--- config.mk ---
export PLATFORM = sky130hd
export DESIGN_NAME = set_counter_multi_flat
export DESIGN_NICKNAME = d
export VERILOG_FILES = /design/src/rtl/set_counter_multi_if.sv /design/src/rtl/set_counter_multi.sv /design/src/flat_wrapper.sv
export SDC_FILE = /design/constraint.sdc
export NUM_CORES = 1
export LEC_CHECK = 0
export CAP_MARGIN = 20
export CORE_MARGIN = 2
export CORE_UTILIZATION = 54
export CTS_BUF_LIST = sky130_fd_sc_hd__clkbuf_16
export CTS_CLUSTER_SIZE = 40
export DETAILED_ROUTE_END_ITERATION = 10
export GPL_ROUTABILITY_DRIVEN = 1
export PLACE_DENSITY = 0.72
export SKIP_LAST_GASP = 1
export SLEW_MARGIN = 20
export SYNTH_ARGS = -nofsm -noshare
export SYNTH_HDL_FRONTEND = slang
export SYNTH_SLANG_ARGS = --single-unit
--- constraint.sdc ---
create_clock -name clk -period 13.85 [get_ports clk]
set_input_delay 2.0775 -clock clk [delete_from_list [all_inputs] [get_ports clk]]
set_output_delay 2.0775 -clock clk [all_outputs]
set_load 0.01 [all_outputs]
--- src/rtl/set_counter_multi_if.sv ---
// Host handshake and job bus for set_counter_multi: job fields and start strobe in, status and count out.
interface set_counter_multi_if #(
  parameter int unsigned COORD_W = 4,
  parameter int unsigned N_CIRC  = 3,
  parameter int unsigned CNT_W   = 8,
  parameter int unsigned K_W     = 2
);
  logic                          en;
  logic [N_CIRC*2*COORD_W-1:0]   central;
  logic [N_CIRC*COORD_W-1:0]     radius;
  logic [N_CIRC-1:0]             mask;
  logic [1:0]                    mode;
  logic [K_W-1:0]                k;
  logic                          busy;
  logic                          valid;
  logic [CNT_W-1:0]              candidate;

  modport master (
    output en, central, radius, mask, mode, k,
    input  busy, valid, candidate
  );

  modport slave (
    input  en, central, radius, mask, mode, k,
    output busy, valid, candidate
  );
endinterface

--- src/rtl/set_counter_multi.sv ---
// Counts grid points satisfying a set expression (ALL/ANY/EXACT k/AT-LEAST k) over masked circles.
// Raster scan issues one point per clock into a 3-stage distance/hit/accumulate pipeline.
module set_counter_multi #(
  parameter int unsigned GRID    = 8,
  parameter int unsigned COORD_W = 4,
  parameter int unsigned N_CIRC  = 3,
  parameter int unsigned CNT_W   = 8,
  parameter int unsigned K_W     = 2
) (
  input logic               clk,
  input logic               rst,
  set_counter_multi_if.slave bus
);

  localparam int unsigned H_W   = $clog2(N_CIRC + 1);
  localparam int unsigned S_W   = 2 * COORD_W + 1;
  localparam int unsigned CMP_W = (H_W > K_W) ? H_W : K_W;
  localparam logic [COORD_W-1:0] GridC = COORD_W'(GRID);
  localparam logic [COORD_W-1:0] OneC  = COORD_W'(1);

  localparam logic [1:0] ModeAll     = 2'd0;
  localparam logic [1:0] ModeAny     = 2'd1;
  localparam logic [1:0] ModeExact   = 2'd2;
  localparam logic [1:0] ModeAtLeast = 2'd3;

  typedef enum logic [1:0] {StIdle, StScan, StDrain} state_e;

  state_e                      state_q, state_d;
  logic [1:0]                  drain_q, drain_d;
  logic [COORD_W-1:0]          px_q, px_d, py_q, py_d;
  logic                        busy_q, busy_d;
  logic                        valid_q, valid_d;
  logic                        start, issue;

  // Job fields latched at the accepting edge; bus inputs are don't-care afterwards.
  logic [N_CIRC*2*COORD_W-1:0] central_q;
  logic [N_CIRC*COORD_W-1:0]   radius_q;
  logic [N_CIRC-1:0]           mask_q;
  logic [1:0]                  mode_q;
  logic [K_W-1:0]              k_q;

  logic                        v0_q, v1_q, v2_q;
  logic [COORD_W-1:0]          p0x_q, p0y_q;
  logic [N_CIRC-1:0][COORD_W-1:0] dx_q, dx_d, dy_q, dy_d;
  logic [N_CIRC-1:0]           hit_q, hit_d;
  logic [N_CIRC-1:0]           act;
  logic [CNT_W-1:0]            cand_q;

  logic [H_W-1:0]              h, act_cnt;
  logic [CMP_W-1:0]            h_c, k_c, act_c;
  logic                        pred;

  // ---------------------------------------------------------------------------
  // Control FSM
  // ---------------------------------------------------------------------------
  always_ff @(posedge clk or posedge rst) begin
    if (rst) begin
      state_q <= StIdle;
      drain_q <= 2'd0;
      px_q    <= OneC;
      py_q    <= OneC;
      busy_q  <= 1'b0;
      valid_q <= 1'b0;
    end else begin
      state_q <= state_d;
      drain_q <= drain_d;
      px_q    <= px_d;
      py_q    <= py_d;
      busy_q  <= busy_d;
      valid_q <= valid_d;
    end
  end

  always_comb begin
    state_d = state_q;
    drain_d = drain_q;
    px_d    = px_q;
    py_d    = py_q;
    busy_d  = busy_q;
    valid_d = 1'b0;
    start   = 1'b0;
    issue   = 1'b0;
    unique case (state_q)
      StIdle: begin
        if (bus.en) begin
          start   = 1'b1;
          busy_d  = 1'b1;
          px_d    = OneC;
          py_d    = OneC;
          state_d = StScan;
        end
      end
      StScan: begin
        issue = 1'b1;
        if (px_q == GridC) begin
          px_d = OneC;
          if (py_q == GridC) begin
            py_d    = OneC;
            drain_d = 2'd0;
            state_d = StDrain;
          end else begin
            py_d = py_q + OneC;
          end
        end else begin
          px_d = px_q + OneC;
        end
      end
      StDrain: begin
        drain_d = drain_q + 2'd1;
        // Third drain edge coincides with the last point's accumulate.
        if (drain_q == 2'd2) begin
          drain_d = 2'd0;
          busy_d  = 1'b0;
          valid_d = 1'b1;
          state_d = StIdle;
        end
      end
      default: state_d = StIdle;
    endcase
  end

  // ---------------------------------------------------------------------------
  // Job latch
  // ---------------------------------------------------------------------------
  always_ff @(posedge clk or posedge rst) begin
    if (rst) begin
      central_q <= '0;
      radius_q  <= '0;
      mask_q    <= '0;
      mode_q    <= ModeAll;
      k_q       <= '0;
    end else if (start) begin
      central_q <= bus.central;
      radius_q  <= bus.radius;
      mask_q    <= bus.mask;
      mode_q    <= bus.mode;
      k_q       <= bus.k;
    end
  end

  // ---------------------------------------------------------------------------
  // Per-circle distance and hit logic
  // ---------------------------------------------------------------------------
  for (genvar g = 0; g < N_CIRC; g++) begin : g_circ
    logic [COORD_W-1:0] cx, cy, rr;
    logic [S_W-1:0]     dist_sq, rad_sq;

    // Circle 0 sits in the MSBs of the packed fields.
    assign cx     = central_q[(N_CIRC-g)*2*COORD_W-1 -: COORD_W];
    assign cy     = central_q[(N_CIRC-g)*2*COORD_W-COORD_W-1 -: COORD_W];
    assign rr     = radius_q[(N_CIRC-g)*COORD_W-1 -: COORD_W];
    assign act[g] = mask_q[N_CIRC-1-g];

    assign dx_d[g] = (p0x_q >= cx) ? (p0x_q - cx) : (cx - p0x_q);
    assign dy_d[g] = (p0y_q >= cy) ? (p0y_q - cy) : (cy - p0y_q);

    assign dist_sq  = S_W'(dx_q[g]) * S_W'(dx_q[g]) + S_W'(dy_q[g]) * S_W'(dy_q[g]);
    assign rad_sq   = S_W'(rr) * S_W'(rr);
    assign hit_d[g] = act[g] & (dist_sq <= rad_sq);
  end

  // ---------------------------------------------------------------------------
  // Mode predicate on the registered hit vector
  // ---------------------------------------------------------------------------
  always_comb begin
    h       = '0;
    act_cnt = '0;
    for (int i = 0; i < N_CIRC; i++) begin
      h       = h + H_W'(hit_q[i]);
      act_cnt = act_cnt + H_W'(act[i]);
    end
  end

  always_comb begin
    h_c   = CMP_W'(h);
    k_c   = CMP_W'(k_q);
    act_c = CMP_W'(act_cnt);
    pred  = 1'b0;
    unique case (mode_q)
      ModeAll:     pred = (mask_q != '0) && (h_c == act_c);
      ModeAny:     pred = (h_c != '0);
      ModeExact:   pred = (h_c == k_c);
      ModeAtLeast: pred = (h_c >= k_c);
      default:     pred = 1'b0;
    endcase
  end

  // ---------------------------------------------------------------------------
  // Pipeline: issue -> S1 (|dx|,|dy|) -> S2 (hit) -> S3 (accumulate)
  // ---------------------------------------------------------------------------
  always_ff @(posedge clk or posedge rst) begin
    if (rst) begin
      v0_q   <= 1'b0;
      v1_q   <= 1'b0;
      v2_q   <= 1'b0;
      p0x_q  <= OneC;
      p0y_q  <= OneC;
      dx_q   <= '0;
      dy_q   <= '0;
      hit_q  <= '0;
      cand_q <= '0;
    end else begin
      v0_q <= issue;
      if (issue) begin
        p0x_q <= px_q;
        p0y_q <= py_q;
      end
      v1_q  <= v0_q;
      dx_q  <= dx_d;
      dy_q  <= dy_d;
      v2_q  <= v1_q;
      hit_q <= hit_d;
      if (start) begin
        cand_q <= '0;
      end else if (v2_q && pred) begin
        cand_q <= cand_q + CNT_W'(1);
      end
    end
  end

  assign bus.busy      = busy_q;
  assign bus.valid     = valid_q;
  assign bus.candidate = cand_q;

endmodule

--- src/flat_wrapper.sv ---
// flat-port wrapper written by rule: the top's interface ports become plain ports
module set_counter_multi_flat 
#(
  parameter int unsigned GRID    = 8,
  parameter int unsigned COORD_W = 4,
  parameter int unsigned N_CIRC  = 3,
  parameter int unsigned CNT_W   = 8,
  parameter int unsigned K_W     = 2
)
  (clk, rst, bus_en, bus_central, bus_radius, bus_mask, bus_mode, bus_k, bus_busy, bus_valid, bus_candidate);
  set_counter_multi_if #(.COORD_W(COORD_W), .N_CIRC(N_CIRC), .CNT_W(CNT_W), .K_W(K_W)) bus_i ();
  input logic clk;
  input logic rst;
  input wire logic [$bits(bus_i.en)-1:0] bus_en;
  input wire logic [$bits(bus_i.central)-1:0] bus_central;
  input wire logic [$bits(bus_i.radius)-1:0] bus_radius;
  input wire logic [$bits(bus_i.mask)-1:0] bus_mask;
  input wire logic [$bits(bus_i.mode)-1:0] bus_mode;
  input wire logic [$bits(bus_i.k)-1:0] bus_k;
  output wire logic [$bits(bus_i.busy)-1:0] bus_busy;
  output wire logic [$bits(bus_i.valid)-1:0] bus_valid;
  output wire logic [$bits(bus_i.candidate)-1:0] bus_candidate;
  assign bus_i.en = bus_en;
  assign bus_i.central = bus_central;
  assign bus_i.radius = bus_radius;
  assign bus_i.mask = bus_mask;
  assign bus_i.mode = bus_mode;
  assign bus_i.k = bus_k;
  assign bus_busy = bus_i.busy;
  assign bus_valid = bus_i.valid;
  assign bus_candidate = bus_i.candidate;
  set_counter_multi #(.GRID(GRID), .COORD_W(COORD_W), .N_CIRC(N_CIRC), .CNT_W(CNT_W), .K_W(K_W)) u_core (.clk(clk), .rst(rst), .bus(bus_i));
endmodule
==> results.yml <==
place:
  hpwlAfterDp_mm: 12.8
  placer_congestion_estimate: 0.850
  preCtsSetupSlack_ns: 9.04
  count_of_buffers_inserted_at_the_top_level_ports: 55
  placement.cell_area_um2: 9190
drt:
  route.detailed.drc: 0
  via_count: 6080
  drt-vias-per-instance: 5.28
  detailedRoute.firstPassIterationCount: 4
  drt_first_iter_violations: 254
  finalWirelength_mm: 16.5
  post_drt_wl_per_cell_um: 14.3
  antenna_violating_nets_post_route: 0
sta:
  setup_violations: 0
  setup_tns_after_final_layout_ns: 0
  final.hold.worst_slack_ns: 0.350
  finalHoldViolCount: 0
  final_max_slew_viol_count: 0
  rsz0062_at_grt: "no"
  headroom_to_the_max_slew_limit: 0.360
  skew_ns: 0.00512
  fmax_mhz: 215
  finalCritPeriodShare: 0.336
  timing_worst_slew_pin_value_ns: 0.958
  finalWorstPathRequiredPeriod_ns: 4.65
  postLayoutSetupSlackWorst_ns: 9.20
clock_network:
  clock_insertion_delay_worst_skew_ns: 0.35
  cts_post_setup_buffers_inserted: 0
  ctsRootBufferMaster: "sky130_fd_sc_hd__clkbuf_16"
  cts.repair.resized: 0
  worst_setup_hold_path_clk_slew_ns: 0.07
  cts_htree_levels: 3
  cts_inserted_buffers: 9
  tritoncts: "done"
  clock_sinks: 103
  cts_buffer_depth: 2
  cts.hold.buffers_added: 0
floorplan:
  initial_utilization: 0.554
  rows: 45
  dieHeight_um: 129
  area_of_the_die_um2: 16600
  coreArea_um2: 15200
  design.portCount: 56
  floorplan.die.width_um: 129
global_routing:
  number_of_global_route_vias_before_repair: 6107
  maximum_number_of_pins_on_one_net_before_global_route_repair: 75
  global_route_wire_length_before_repair_mm: 28.6
  global_route.usage.total: 0.215
  globalRoute.totalOverflow: 0
  initial_antenna_violation_count: 0
logic_synthesis:
  synthCells: 904
  synthTopCellsByCount: "sky130_fd_sc_hd__nand2_1 (149), sky130_fd_sc_hd__ha_1 (124), sky130_fd_sc_hd__inv_1 (108), sky130_fd_sc_hd__dfrtp_1 (99), sky130_fd_sc_hd__fa_1 (49)"
  synthesis.area_per_instance_um2: 9.32
  ys_types: 50
  yosysWarnings: 0
  syn-cell-area_um2: 8430
  postSynth.asyncResetShare: 1.00
  synthesis.nets: 1123
  synth_top_flop_cell: "sky130_fd_sc_hd__dfrtp_1"
  synth_edf_count: 0
  netlist.top_cell.by_area: "sky130_fd_sc_hd__dfrtp_1"
  synth_area_leaders: "sky130_fd_sc_hd__dfrtp_1 (29%), sky130_fd_sc_hd__ha_1 (18%), sky130_fd_sc_hd__fa_1 (12%), sky130_fd_sc_hd__nand2_1 (6.6%), sky130_fd_sc_hd__inv_1 (4.8%)"
  synth.ff_latch_count: 103
  netlist.area_leader.share: 0.294
  ys_seq_area_frac: 0.306
  synthMostInstantiatedCell: "sky130_fd_sc_hd__nand2_1"
finish:
  areaGrowthSynthToFinish_pct: 12.3
  layout.nets: 1179
  antenna_cells_inserted: 0
  final_layout_size_suffix_gt1_frac: 0.0332
  final.fill_count: 1318
  layout.cell_area.non_filler_um2: 9460
worst_setup_path:
  worstPathMaxFanout: 7
  startpoint_type: "register"
  path_delay_family: "adder cells"
  crit_path_top_delay_cell: "sky130_fd_sc_hd__fa_1"
  cp.buffers_inverters: 1
  cp_cell_sequence: "nand2_1 -> fa_1 -> fa_1 -> fa_1 -> inv_1 -> fa_1 -> ha_1 -> fa_1 -> a21o_1 -> a21oi_1 -> xnor2_1 -> ha_1 -> nand4b_1 -> o22ai_1 -> a32oi_1 -> nor4_1"
  critPathArrivalTime_ns: 4.90
  worst_ep_required_time_ns: 14.10
  slowest_delay_ns: 0.56
  critical_path_class: "register to register"
  crit_path_frequent_cell: "sky130_fd_sc_hd__fa_1"
  critical_path.endpoint_type: "register"
hold_path:
  min-delay-path-class: "register to register"
outcome:
  result_of_the_run: "finished, final reports clean"
job:
  cap_viol_max_count: 0
## cells in the final DEF, fill, tap and decap left out, drive strengths merged, types with 8 or more instances in the layout
master | netlist | layout
a21o | 18 | 18
o21a | 8 | 8
a21oi | 46 | 46
fa | 49 | 49
and3 | 9 | 9
mux2i | 14 | 14
inv | 110 | 114
nor3 | 12 | 12
clkdlybuf4s50 | 0 | 55
xnor2 | 13 | 13
xor2 | 27 | 27
nand2 | 149 | 149
and2 | 22 | 22
ha | 124 | 124
clkbuf | 13 | 9
o21ai | 58 | 58
nor2 | 23 | 23
nor2b | 24 | 24
dfrtp | 99 | 99
nand2b | 10 | 10
## sequential cells by signal, summed over array words and instances (netlist names), 3 cells and up
signal                count
u_core.py_q               4
u_core.dx_q              12
u_core.p0x_q              4
u_core.radius_q          12
u_core.p0y_q              4
u_core.mask_q             3
u_core.central_q         24
u_core.px_q               4
u_core.bus.candidate      8
u_core.hit_q              3
u_core.dy_q              12
## layout make-up
cell class                      instances  area [µm²]  area share
Clock buffer                            9         225      0.0238
Timing Repair Buffer                   58         577      0.0609
Sequential cell                       103        2580       0.273
Tap cell                              188         235      0.0249
Multi-Input combinational cell        678        5390       0.570
Clock inverter                          6        37.5     0.00397
Inverter                              110         415      0.0439
## worst paths after layout
| kind | cells past startpoint | end | from | slack (ns) |
|---|---|---|---|---|
| worst max-delay path | 16 | u_core.hit_q[0] | u_core.dy_q[0] | 9.20 |
| worst min-delay path | 0 | u_core.v1_q | u_core.v0_q | 0.35 |
| worst max register to register | 16 | u_core.hit_q[0] | u_core.dy_q[0] | 9.20 |
| worst min register to register | 0 | u_core.v1_q | u_core.v0_q | 0.35 |
| max in group asynchronous | 3 | u_core.central_q[17] | rst | 10.53 |
| min in group asynchronous | 2 | u_core.radius_q[10] | rst | 2.08 |
## per-layer routing
metal	routed length, µm	GRT usage
met5	0	0
met1	7900	0.287
met4	251	0.0582
met2	7850	0.368
met3	490	0.0333
## through the flow
step,cells,utilization
floorplan,904,-
global placement,1136,0.605
detailed placement,1136,0.605
CTS,1151,0.622
global route,1152,0.623
finish,1152,0.623
## kinds of logic after synthesis
family	count (synthesis)	synth area share
buf+inv	123	0.0548
fa+ha+maj	173	0.300
simple gates	284	0.161
flops	103	0.306
mux	14	0.0166
xor+xnor	40	0.0416
compound gates	167	0.119
Power is not shown: default switching activity piles up to over one toggle a cycle in this logic, so the estimate is an artifact.
